==> config.mk <==
export PLATFORM = sky130hd
export DESIGN_NAME = led_pwm_ctrl
export DESIGN_NICKNAME = d
export VERILOG_FILES = /design/src/rtl/led_pwm_ctrl.sv
export SDC_FILE = /design/constraint.sdc
export NUM_CORES = 1
export LEC_CHECK = 0
export CORE_AREA = 4 4 85 87
export DETAILED_ROUTE_END_ITERATION = 7
export DIE_AREA = 0 0 89 91
export PLACE_DENSITY = 0.65
export SETUP_SLACK_MARGIN = 0.02
export SLEW_MARGIN = 20
export SYNTH_ARGS = -nofsm -noshare
export SYNTH_HDL_FRONTEND = slang
export SYNTH_SLANG_ARGS = --single-unit
==> constraint.sdc <==
create_clock -name CLK_24 -period 2.26 [get_ports CLK_24]
set_input_delay 0.452 -clock CLK_24 [delete_from_list [all_inputs] [get_ports CLK_24]]
set_output_delay 0.452 -clock CLK_24 [all_outputs]
set_load 0.02 [all_outputs]
==> src/rtl/led_pwm_ctrl.sv <==
// rtl/led_pwm_ctrl.sv - multi-channel LED PWM controller with period-aligned duty updates
//
// Purpose: CHANNELS independent PWM outputs sharing one prescaled period
// counter. Duty writes land in per-channel shadow registers and are committed
// to the active duty only at the period boundary, so a pin never glitches
// mid-period. Optional ramped transitions are enabled by the macro
// LED_PWM_FADE_EN; without it cfg_fade is ignored.
//
// Ports:
//   CLK_24        in   single rising-edge clock
//   RST_N         in   asynchronous active-low reset
//   cfg_valid     in   configuration write request
//   cfg_ready     out  low only in the boundary cycle
//   cfg_chan      in   target channel index
//   cfg_duty      in   requested duty in count steps
//   cfg_fade      in   request ramped transition (LED_PWM_FADE_EN builds only)
//   led           out  registered PWM pin drive, polarity set by ACTIVE_LOW
//   period_start  out  one-cycle pulse after each period boundary

module led_pwm_ctrl #(
  parameter int CHANNELS   = 3,
  parameter int WIDTH      = 8,
  parameter int PRESCALE   = 24,
  parameter int ACTIVE_LOW = 1
) (
  input  logic                                            CLK_24,
  input  logic                                            RST_N,
  input  logic                                            cfg_valid,
  output logic                                            cfg_ready,
  input  logic [((CHANNELS > 1) ? $clog2(CHANNELS) : 1)-1:0] cfg_chan,
  input  logic [WIDTH-1:0]                                cfg_duty,
  input  logic                                            cfg_fade,
  output logic [CHANNELS-1:0]                             led,
  output logic                                            period_start
);

  localparam int CW = (CHANNELS > 1) ? $clog2(CHANNELS) : 1;
  localparam int PW = (PRESCALE > 1) ? $clog2(PRESCALE) : 1;
  localparam logic [PW-1:0] PRE_LAST = PW'(PRESCALE - 1);
  localparam logic ACT_LO = (ACTIVE_LOW != 0);

  logic [PW-1:0]       presc_q, presc_d;
  logic [WIDTH-1:0]    cnt_q, cnt_d;
  logic                tick;
  logic                boundary;
  logic                period_start_q;
  logic [CHANNELS-1:0] raw;
  logic [CHANNELS-1:0] led_q;
  logic [WIDTH-1:0]    shadow_q [CHANNELS];
  logic [WIDTH-1:0]    active_q [CHANNELS];
  logic [WIDTH-1:0]    active_d [CHANNELS];
  logic                wr_en;

`ifdef LED_PWM_FADE_EN
  logic [CHANNELS-1:0] fade_q;
`else
  logic                unused_cfg_fade;
  assign unused_cfg_fade = cfg_fade;
`endif

  always_comb begin
    tick     = (presc_q == PRE_LAST);
    boundary = tick && (cnt_q == {WIDTH{1'b1}});
    presc_d  = tick ? '0 : presc_q + PW'(1);
    // Counter wraps naturally at WIDTH bits.
    cnt_d    = tick ? cnt_q + WIDTH'(1) : cnt_q;
    // Writes are refused in the boundary cycle so the commit below never
    // races a shadow update.
    cfg_ready = !boundary;
    wr_en     = cfg_valid && cfg_ready;
  end

  always_comb begin
    for (int c = 0; c < CHANNELS; c++) begin
      raw[c]      = (cnt_q < active_q[c]);
      active_d[c] = active_q[c];
      if (boundary) begin
`ifdef LED_PWM_FADE_EN
        // Ramp one step per period from wherever active currently sits,
        // so a mid-ramp rewrite retargets smoothly.
        if (fade_q[c] && (active_q[c] < shadow_q[c])) begin
          active_d[c] = active_q[c] + WIDTH'(1);
        end else if (fade_q[c] && (active_q[c] > shadow_q[c])) begin
          active_d[c] = active_q[c] - WIDTH'(1);
        end else begin
          active_d[c] = shadow_q[c];
        end
`else
        active_d[c] = shadow_q[c];
`endif
      end
    end
  end

  always_ff @(posedge CLK_24 or negedge RST_N) begin
    if (!RST_N) begin
      presc_q        <= '0;
      cnt_q          <= '0;
      period_start_q <= 1'b0;
      led_q          <= {CHANNELS{ACT_LO}};
      for (int c = 0; c < CHANNELS; c++) begin
        shadow_q[c] <= '0;
        active_q[c] <= '0;
      end
`ifdef LED_PWM_FADE_EN
      fade_q <= '0;
`endif
    end else begin
      presc_q        <= presc_d;
      cnt_q          <= cnt_d;
      period_start_q <= boundary;
      led_q          <= raw ^ {CHANNELS{ACT_LO}};
      for (int c = 0; c < CHANNELS; c++) begin
        active_q[c] <= active_d[c];
        // An index with no matching channel is accepted and simply dropped.
        if (wr_en && (cfg_chan == CW'(c))) begin
          shadow_q[c] <= cfg_duty;
`ifdef LED_PWM_FADE_EN
          fade_q[c]   <= cfg_fade;
`endif
        end
      end
    end
  end

  assign led          = led_q;
  assign period_start = period_start_q;

endmodule
### Yosys cells after proc, flatten, opt, wreduce, memory -nomap -nowiden

Cells that the tools add are included.

* input bits: 14
* memories kept: 0
* bits in read-only memories: 0
* logic and storage cells: 28
* output and inout port bits: 5
* latch bits: 0
* register bits after elaboration: 65
* bits in writable memories: 0

* eq/ne operators: 4
* magnitude comparators: 3
* reductions and logical operators: 7
* mux-type cells: 1
* shift operators: 0
* divide/modulo/power cells: 0
* multiply operators: 0
* add/sub/neg operators: 2
* bitwise logic cells: 1

Operators with widths (count)
* $lt A8 B8 Y1: 3
* $add A8 B1 Y8 const B: 1
* $eq A8 B8 Y1 const B: 1
* $add A5 B1 Y5 const B: 1
* $eq A5 B5 Y1 const B: 1
* $logic_and A1 B1 Y1: 5
* $mux W5: 1
* $not A3 Y3: 1
* $eq A2 B1 Y1 const B: 1
* $eq A2 B2 Y1 const B: 1
* $logic_not A2 Y1: 1
* $logic_not A1 Y1: 1

### Depth between registers and ports, before layout

Gate-level depths: netlist (run 1).

* depth after elaboration: 5
* mapped depth: 8
* gate-level depth less buffers: 6

### Worst setup path after synthesis (run 1)

OpenSTA, ideal clock, no wires.

* path type: reg-to-reg
* from: register presc_q[0]
* to: register shadow_q[0] in the netlist's numbering
* required time: 2.135 ns
* cell stages (with the launch flop): 9
* path slack: 0.336 ns
* setup time: 0.125 ns
* clock period less this slack: 1.924 ns
* path buffers: 3
* data arrival time: 1.799 ns
* cells stage by stage: dfrtp_1 ha_1 and4b_1 buf_6 nand4_4 buf_6 and4b_1 buf_6 mux2_4

* word-level cells in the longest chain between the ends: 5

Ends and longest elaborated chain
* start, declared: line 42 `logic [PW-1:0] presc_q, presc_d;`
* start signal, assigned: line 109 `presc_q <= presc_d;`
* $eq A5 B5 Y1: line 62 `tick = (presc_q == PRE_LAST);`
* $logic_and A1 B1 Y1: line 63 `boundary = tick && (cnt_q == {WIDTH{1'b1}});`
* $logic_not A1 Y1: line 69 `cfg_ready = !boundary;`
* $logic_and A1 B1 Y1: line 70 `wr_en = cfg_valid && cfg_ready;`
* $logic_and A1 B1 Y1: line 116 `if (wr_en && (cfg_chan == CW'(c))) begin`
* end signal, assigned by index: line 117 `shadow_q[c] <= cfg_duty;`
* end, declared: line 49 `logic [WIDTH-1:0] shadow_q [CHANNELS];`

No other way between the ends.
A chain may end at the register's enable or synchronous reset.

### Worst setup path after layout (run 1)

* from: register presc_q[0]
* to: output port cfg_ready

* word-level cells in the longest chain between the ends: 3

Ends and longest elaborated chain
* $eq A5 B5 Y1: line 62
* $logic_and A1 B1 Y1: line 63
* $logic_not A1 Y1: line 69
* end, declared: line 29 `output logic cfg_ready,`

No other way between the ends.

==> results by group, run 1 <==
STA
  – Period utilization: 0.934
  – RSZ-0062 raised after global routing: false
  – Slew headroom: 0.524
  – Clock Skews: 0.00541 ns
  – Fin Setup TNS: 0 ns
  – Slew @ Worst Pin: 0.713 ns
  – Endpoints failing hold: 0
  – Final setup viols: 0
  – Pins Over Slew Limit: 0
  – Maximum clock rate: 474 MHz
  – Minimum clock period: 2.11 ns

Worst setup path
  – Worst stage delay on the critical path: 0.40 ns
  – Slowest CP cell: dfrtp_1
  – Critical path fanouts, max: 4
  – Worst path buffer plus inverter count: 1
  – Critical path data required time: 1.81 ns
  – Worst Setup SP: presc_q[0]$_DFF_PN0_
  – Critical Path Stages: 4
  – Setup slack, reg-to-reg: 0.15 ns
  – Critical-path cell list: ha_1 -> and4b_1 -> nand4_4 -> clkdlybuf4s15_1
  – Critical path arrival: 1.66 ns
  – Crit Reg-Reg Endpoint: shadow_q[0]$_DFFE_PN0P_
  – CP Capture Type: output port
  – Worst R2R Start: presc_q[0]$_DFF_PN0_
  – Critical path class: flip-flop to output port
  – Crit path max-delay family: flip-flops
  – Startpoint types: flip-flop
  – R2R cell count: 5

Routing
  – Vias post-DR: 1757
  – DRC: 0
  – Post-Route WL: 5260 um
  – Routed len/inst: 15.2 um
  – Detailed Route Iter0 Violations: 117
  – Antenna viol nets, final: 0
  – Drt pass-1 iters: 4
  – Average vias per placed instance: 5.06

Synth
  – Mux contribution to synthesized area: 0.192
  – Post-Syn Nets: 268
  – Post-Synthesis Cell Area: 0.00304 mm^2
  – Most common flop cell mapped by yosys: dfrtp_1
  – Yosys Warn Count: 0
  – Synth Area in Compound Gates: 0.0412
  – Number of library cell types mapped by synthesis: 27
  – Yosys top cell by area: dfrtp_1
  – Largest family of logic cells by synthesized area: multiplexers
  – Seq cells post-synth: 65
  – Largest cells by area after synthesis: dfrtp_1, mux2_2, ha_1, mux2_4, inv_1
  – Async set-reset flop share out of synthesis: 1.00
  – Post-Synth XOR/XNOR Area: 0.0231
  – Seq/Total Area, Yosys: 0.537
  – Top cell type's share of synthesized area: 0.511
  – Post-synth EDFFs: 0
  – Post-synthesis simple-gate area fraction: 0.0680
  – Cell count after synthesis: 231
  – Average size of a mapped cell: 13.1 um^2
  – Synthesized-area fraction occupied by adder cells: 0.0948

Pwr
  – Pwr dens: 679 mW/mm^2
  – Leakage: 1.71 nW
  – Max IR drop VDD: 0.623 mV
  – Total power: 2.42 mW

Cells and area
  – Final layout net count: 303
  – Layout cells sized above 1: 0.307
  – Area growth, synth to finish: 17.2%
  – Layout Utilization: 0.560
  – Fill cells: 537
  – N_diodes: 0

CTS
  – CTS H-tree lvls: 3
  – CTS buffer count: 9
  – Clk_lat worst skew: 0.33 ns
  – Hold_buf cts: 0
  – Deepest clock path buffer count: 2
  – Root buffer cell: clkbuf_8
  – Clock-pin slew on the worst setup and hold paths: 0.07 ns
  – Sink Count: 65
  – Total setup buffers inserted after CTS: 0
  – CTS tree: yes

Global route
  – First-pass GRT wire length: 8950 um
  – Initial antenna violation count: 0
  – Largest net degree at the start of global routing: 30
  – GRT Overall Usage: 0.148
  – Grt ovf: 0
  – Vias in the first global route: 1873

Floorplanning
  – Total die area: 0.00810 mm^2
  – I/O Pins: 19
  – Core area: 0.00635 mm^2
  – Initial Utilization: 0.478
  – Die width: 89 um
  – Cell Rows: 29
  – Die height: 91 um

Placed design
  – Count of input and output buffers: 17
  – Routability congestion estimate: 0.751
  – Post-DP HPWL: 3810 um

Min path
  – HP Class: primary input to asynchronous set/reset pin

Outcome
  – Outcome: finished, final reports clean

Job
  – Max-cap viol count: 0
[cells in the mapped netlist (4+ instances only)]
library cell / number
a21oi_1: 7
dfrtp_1: 62
ha_1: 23
inv_1: 22
mux2_2: 41
mux2_4: 8
nand2_1: 9
nand3_1: 4
nand4_1: 4
nor2_1: 9
o211ai_1: 5
o21ai_0: 6
xnor2_1: 5
[cell families after synthesis]
logic type | after synthesis
muxes | 49
and+or+nand+nor | 36
xor gates and xnor gates | 8
DFF | 65
adders and majority gates | 23
AOI/OAI and AO/OA | 21
buffers and inverters | 29
[per-layer routing]
metal / global-route usage / share of wire
met1: 0.197 / 0.48
met2: 0.217 / 0.46
met3: 0.0615 / 0.047
met4: 0.0521 / 0.013
met5: 0 / 0
[registers in the layout (all words and copies together), names as in the netlist]
register      flops
shadow_q         24
cnt_q             8
period_start      1
led               3
presc_q           5
active_q         24
[layout by cell type, fill, tap and decap left out, drive strengths merged, types with 6 or more instances in the layout]
cell,n
dfrtp,62
mux2,49
ha,23
inv,22
clkdlybuf4s50,15
buf,15
clkbuf,12
nand2,9
nor2,9
a21oi,7
o21ai,6
[cell type report]
cell class                 instances  area, um^2  area share
clock buffer                      12         155      0.0436
clock inverter                     3        40.0      0.0113
inverter                          22        82.6      0.0232
multi-input combinational        137        1270       0.357
sequential                        65        1630       0.458
tap                               77        96.3      0.0271
timing repair buffer              31         283      0.0795
[worst reg2reg max path, stage by stage, from the launching register on]
cell,delay [ns]
dfrtp_1,0.40
ha_1,0.21
and4b_1,0.24
nand4_4,0.12
and4b_1,0.67
mux2_4,0.35
[worst max path at each step]
stage                                    to  slack (ns)
finish                            cfg_ready        0.15
global placement    shadow_q[2]$_DFFE_PN0P_        0.12
CTS                               cfg_ready        0.08
global route                      cfg_ready        0.04
floorplan           shadow_q[0]$_DFFE_PN0P_        0.34
detailed placement  shadow_q[0]$_DFFE_PN0P_        0.12
[power by group]
part           switching [mW]  leakage [nW]  internal [mW]
logic                  0.0589         0.772          0.104
registers              0.0412         0.837           1.25
clock network           0.408         0.102          0.560
total                   0.508          1.71           1.91
[through the flow]
| stage | setup slack [ns] | hold WS [ns] | std cells | cell area (um^2) |
|---|---|---|---|---|
| 3_5_place_dp | 0.118 | 0.457 | 332 | 3360 |
| 6_report | 0.150 | 0.0872 | 347 | 3560 |
| 5_1_grt | 0.0398 | 0.0981 | 347 | 3560 |
| 3_3_place_gp | 0.123 | 0.444 | 332 | 3360 |
| 4_1_cts | 0.0817 | 0.0814 | 347 | 3560 |
| 2_1_floorplan | 0.336 | 0.156 | 231 | 3040 |
[what timing repair did]
| item | 4_1_cts | 5_1_grt |
|---|---|---|
| hold endpoints to repair | 0 | 0 |
| setup endpoints to repair | 1 | 1 |
| cloned | 0 | 0 |
| gates resized for setup | 1 | 1 |
No activity file was read; power rests on OpenSTA's default activity.
==> run 2: changes to the inputs <==
--- a/config.mk
+++ b/config.mk
@@ -8,6 +8,7 @@
 export CORE_AREA = 4 4 85 87
 export DETAILED_ROUTE_END_ITERATION = 7
 export DIE_AREA = 0 0 89 91
+export GPL_TIMING_DRIVEN = 0
 export PLACE_DENSITY = 0.65
 export SETUP_SLACK_MARGIN = 0.02
 export SLEW_MARGIN = 20
==> run 2 against run 1 <==
Against the previous run: via count rose by 3.1%; worst setup slack got worse by 0.049 ns; hold slack got worse by 0.060 ns; die area did not move; critical path depth rose by 2; clock-buffer cell count rose by 1; sequential cell count did not move; routed wire length fell by 0.40%.
==> results by group, run 2 (same netlist as run 1, synthesis figures left out) <==
Outcome
  – Outcome: finished, final reports clean

STA
  – Hold Slack: 0.0276 ns
  – Pins Over Slew Limit: 0
  – Final setup viols: 0
  – Endpoints failing hold: 0
  – Slew @ Worst Pin: 0.387 ns
  – Clock Skews: 0.00731 ns
  – Minimum clock period: 2.16 ns
  – RSZ-0062 raised after global routing: false
  – Fin Setup TNS: 0 ns
  – Period utilization: 0.956
  – Slew headroom: 0.742
  – Maximum clock rate: 463 MHz

Worst setup path
  – Critical path fanouts, max: 14
  – Crit path max-delay family: buffers and inverters
  – Setup slack, reg-to-reg: 0.15 ns
  – Worst stage delay on the critical path: 0.40 ns
  – Critical path arrival: 1.71 ns
  – Critical path class: flip-flop to output port
  – CP Capture Type: output port
  – Crit Reg-Reg Endpoint: shadow_q[1]$_DFFE_PN0P_
  – Critical path data required time: 1.81 ns
  – Worst path buffer plus inverter count: 3
  – Worst R2R Start: presc_q[1]$_DFF_PN0_
  – R2R cell count: 9
  – Critical-path cell list: ha_4 -> and4b_1 -> buf_6 -> nand4_4 -> buf_12 -> buf_2
  – Startpoint types: flip-flop
  – Slowest CP cell: dfrtp_1

Pwr
  – Comb pwr share: 0.067
  – Leakage: 1.72 nW
  – Sw frac: 0.214
  – Internal power: 1.92 mW
  – Sw Pwr: 0.523 mW
  – Pwr dens: 676 mW/mm^2
  – Max IR drop VDD: 0.325 mV
  – Clock share of power: 0.407
  – Seq pwr share: 0.527
  – Total power: 2.44 mW

CTS
  – Root buffer cell: clkbuf_8
  – Sink Count: 65
  – Clk_lat worst skew: 0.34 ns
  – CTS tree: yes
  – Deepest clock path buffer count: 2
  – CTS buffer count: 9
  – Hold_buf cts: 0
  – CTS H-tree lvls: 3
  – Clock-pin slew on the worst setup and hold paths: 0.07 ns

Cells and area
  – Final layout net count: 306
  – N_diodes: 0
  – Layout cells sized above 1: 0.318
  – Fill cells: 523
  – Largest regs: active_q x24, shadow_q x24, cnt_q x8
  – Most common cell after layout, fill and taps aside: dfrtp_1
  – Most frequent cells in the layout: dfrtp_1, mux2_2, inv_1, ha_1, clkdlybuf4s50_1
  – Area growth, synth to finish: 18.7%
  – Layout Utilization: 0.568

Floorplanning
  – Total die area: 0.00810 mm^2
  – Initial Utilization: 0.478
  – Die width: 89 um
  – Core area: 0.00635 mm^2
  – Die height: 91 um
  – Cell Rows: 29
  – I/O Pins: 19

Routing
  – Post-Route WL: 5240 um
  – Vias post-DR: 1811
  – Average vias per placed instance: 5.16
  – Routed len/inst: 14.9 um
  – Antenna viol nets, final: 0
  – Drt pass-1 iters: 4
  – DRC: 0
  – Detailed Route Iter0 Violations: 69

Placed design
  – Routability congestion estimate: 0.749
  – Count of input and output buffers: 17
  – Post-DP HPWL: 3720 um

Global route
  – Met2 Use GR: 0.200
  – First-pass GRT wire length: 8910 um
  – Grt ovf: 0
  – Largest net degree at the start of global routing: 37
  – GRT Overall Usage: 0.148
  – Met3 Resource Use GR: 0.0471
  – Vias in the first global route: 1758
  – Met1 Use GR: 0.212
  – Top Usage Layer GRT: met1
  – Initial antenna violation count: 0

Min path
  – HP Class: primary input to asynchronous set/reset pin

Job
  – Max-cap viol count: 0
-- run 2: worst max path at each step --
stage | start | to | slack, ns | cells past startpoint
global route | presc_q[1]$_DFF_PN0_ | cfg_ready | 0.03 | 6
floorplan | presc_q[0]$_DFF_PN0_ | shadow_q[0]$_DFFE_PN0P_ | 0.34 | 8
detailed placement | presc_q[0]$_DFF_PN0_ | cfg_ready | -0.41 | 7
CTS | presc_q[1]$_DFF_PN0_ | cfg_ready | 0.04 | 6
global placement | RST_N | shadow_q[7]$_DFFE_PN0P_ | -1.40 | 1
finish | presc_q[1]$_DFF_PN0_ | cfg_ready | 0.10 | 6
-- run 2: per-layer routing --
layer	wire, um	up-vias
met5	0	-
met4	121	0
met3	199	12
met2	2380	22
met1	2540	893
li1	-	884
-- run 2: per-stage QoR --
stage / cell area [um^2] / setup WS (ns) / cells
final: 3610 / 0.100 / 351
after global routing: 3610 / 0.0330 / 351
after CTS: 3540 / 0.0390 / 342
after detailed placement: 3320 / -0.412 / 326
after global placement: 3300 / -1.40 / 325
after floorplan: 3040 / 0.336 / 231
-- run 2: what timing repair did --
action / in CTS / in global routing
cloned: 0 / 0
gates resized for setup: 8 / 0
setup endpoints to repair: 1 / 1
pin swaps: 1 / 0
buffers inserted: 1 / 9
-- run 2: power groups by stage --
| stage | combinational [mW] | clock [mW] | sequential, mW |
|---|---|---|---|
| 2_1_floorplan | 0.102 | 0 | 1.29 |
| 3_3_place_gp | 0.158 | 0 | 1.31 |
| 3_5_place_dp | 0.166 | 0 | 1.31 |
| 4_1_cts | 0.167 | 1.02 | 1.29 |
| 5_1_grt | 0.180 | 1.08 | 1.30 |
| 6_report | 0.163 | 0.992 | 1.28 |
-- run 2: final cells by class --
cell class | instances | area, um^2 | share of cell area
Timing Repair Buffer | 28 | 258 | 0.0715
Clock inverter | 3 | 40.0 | 0.0111
Tap cell | 77 | 96.3 | 0.0267
Sequential cell | 65 | 1630 | 0.452
Buffer | 6 | 56.3 | 0.0156
Multi-Input combinational cell | 137 | 1280 | 0.356
Clock buffer | 13 | 159 | 0.0441
Inverter | 22 | 82.6 | 0.0229
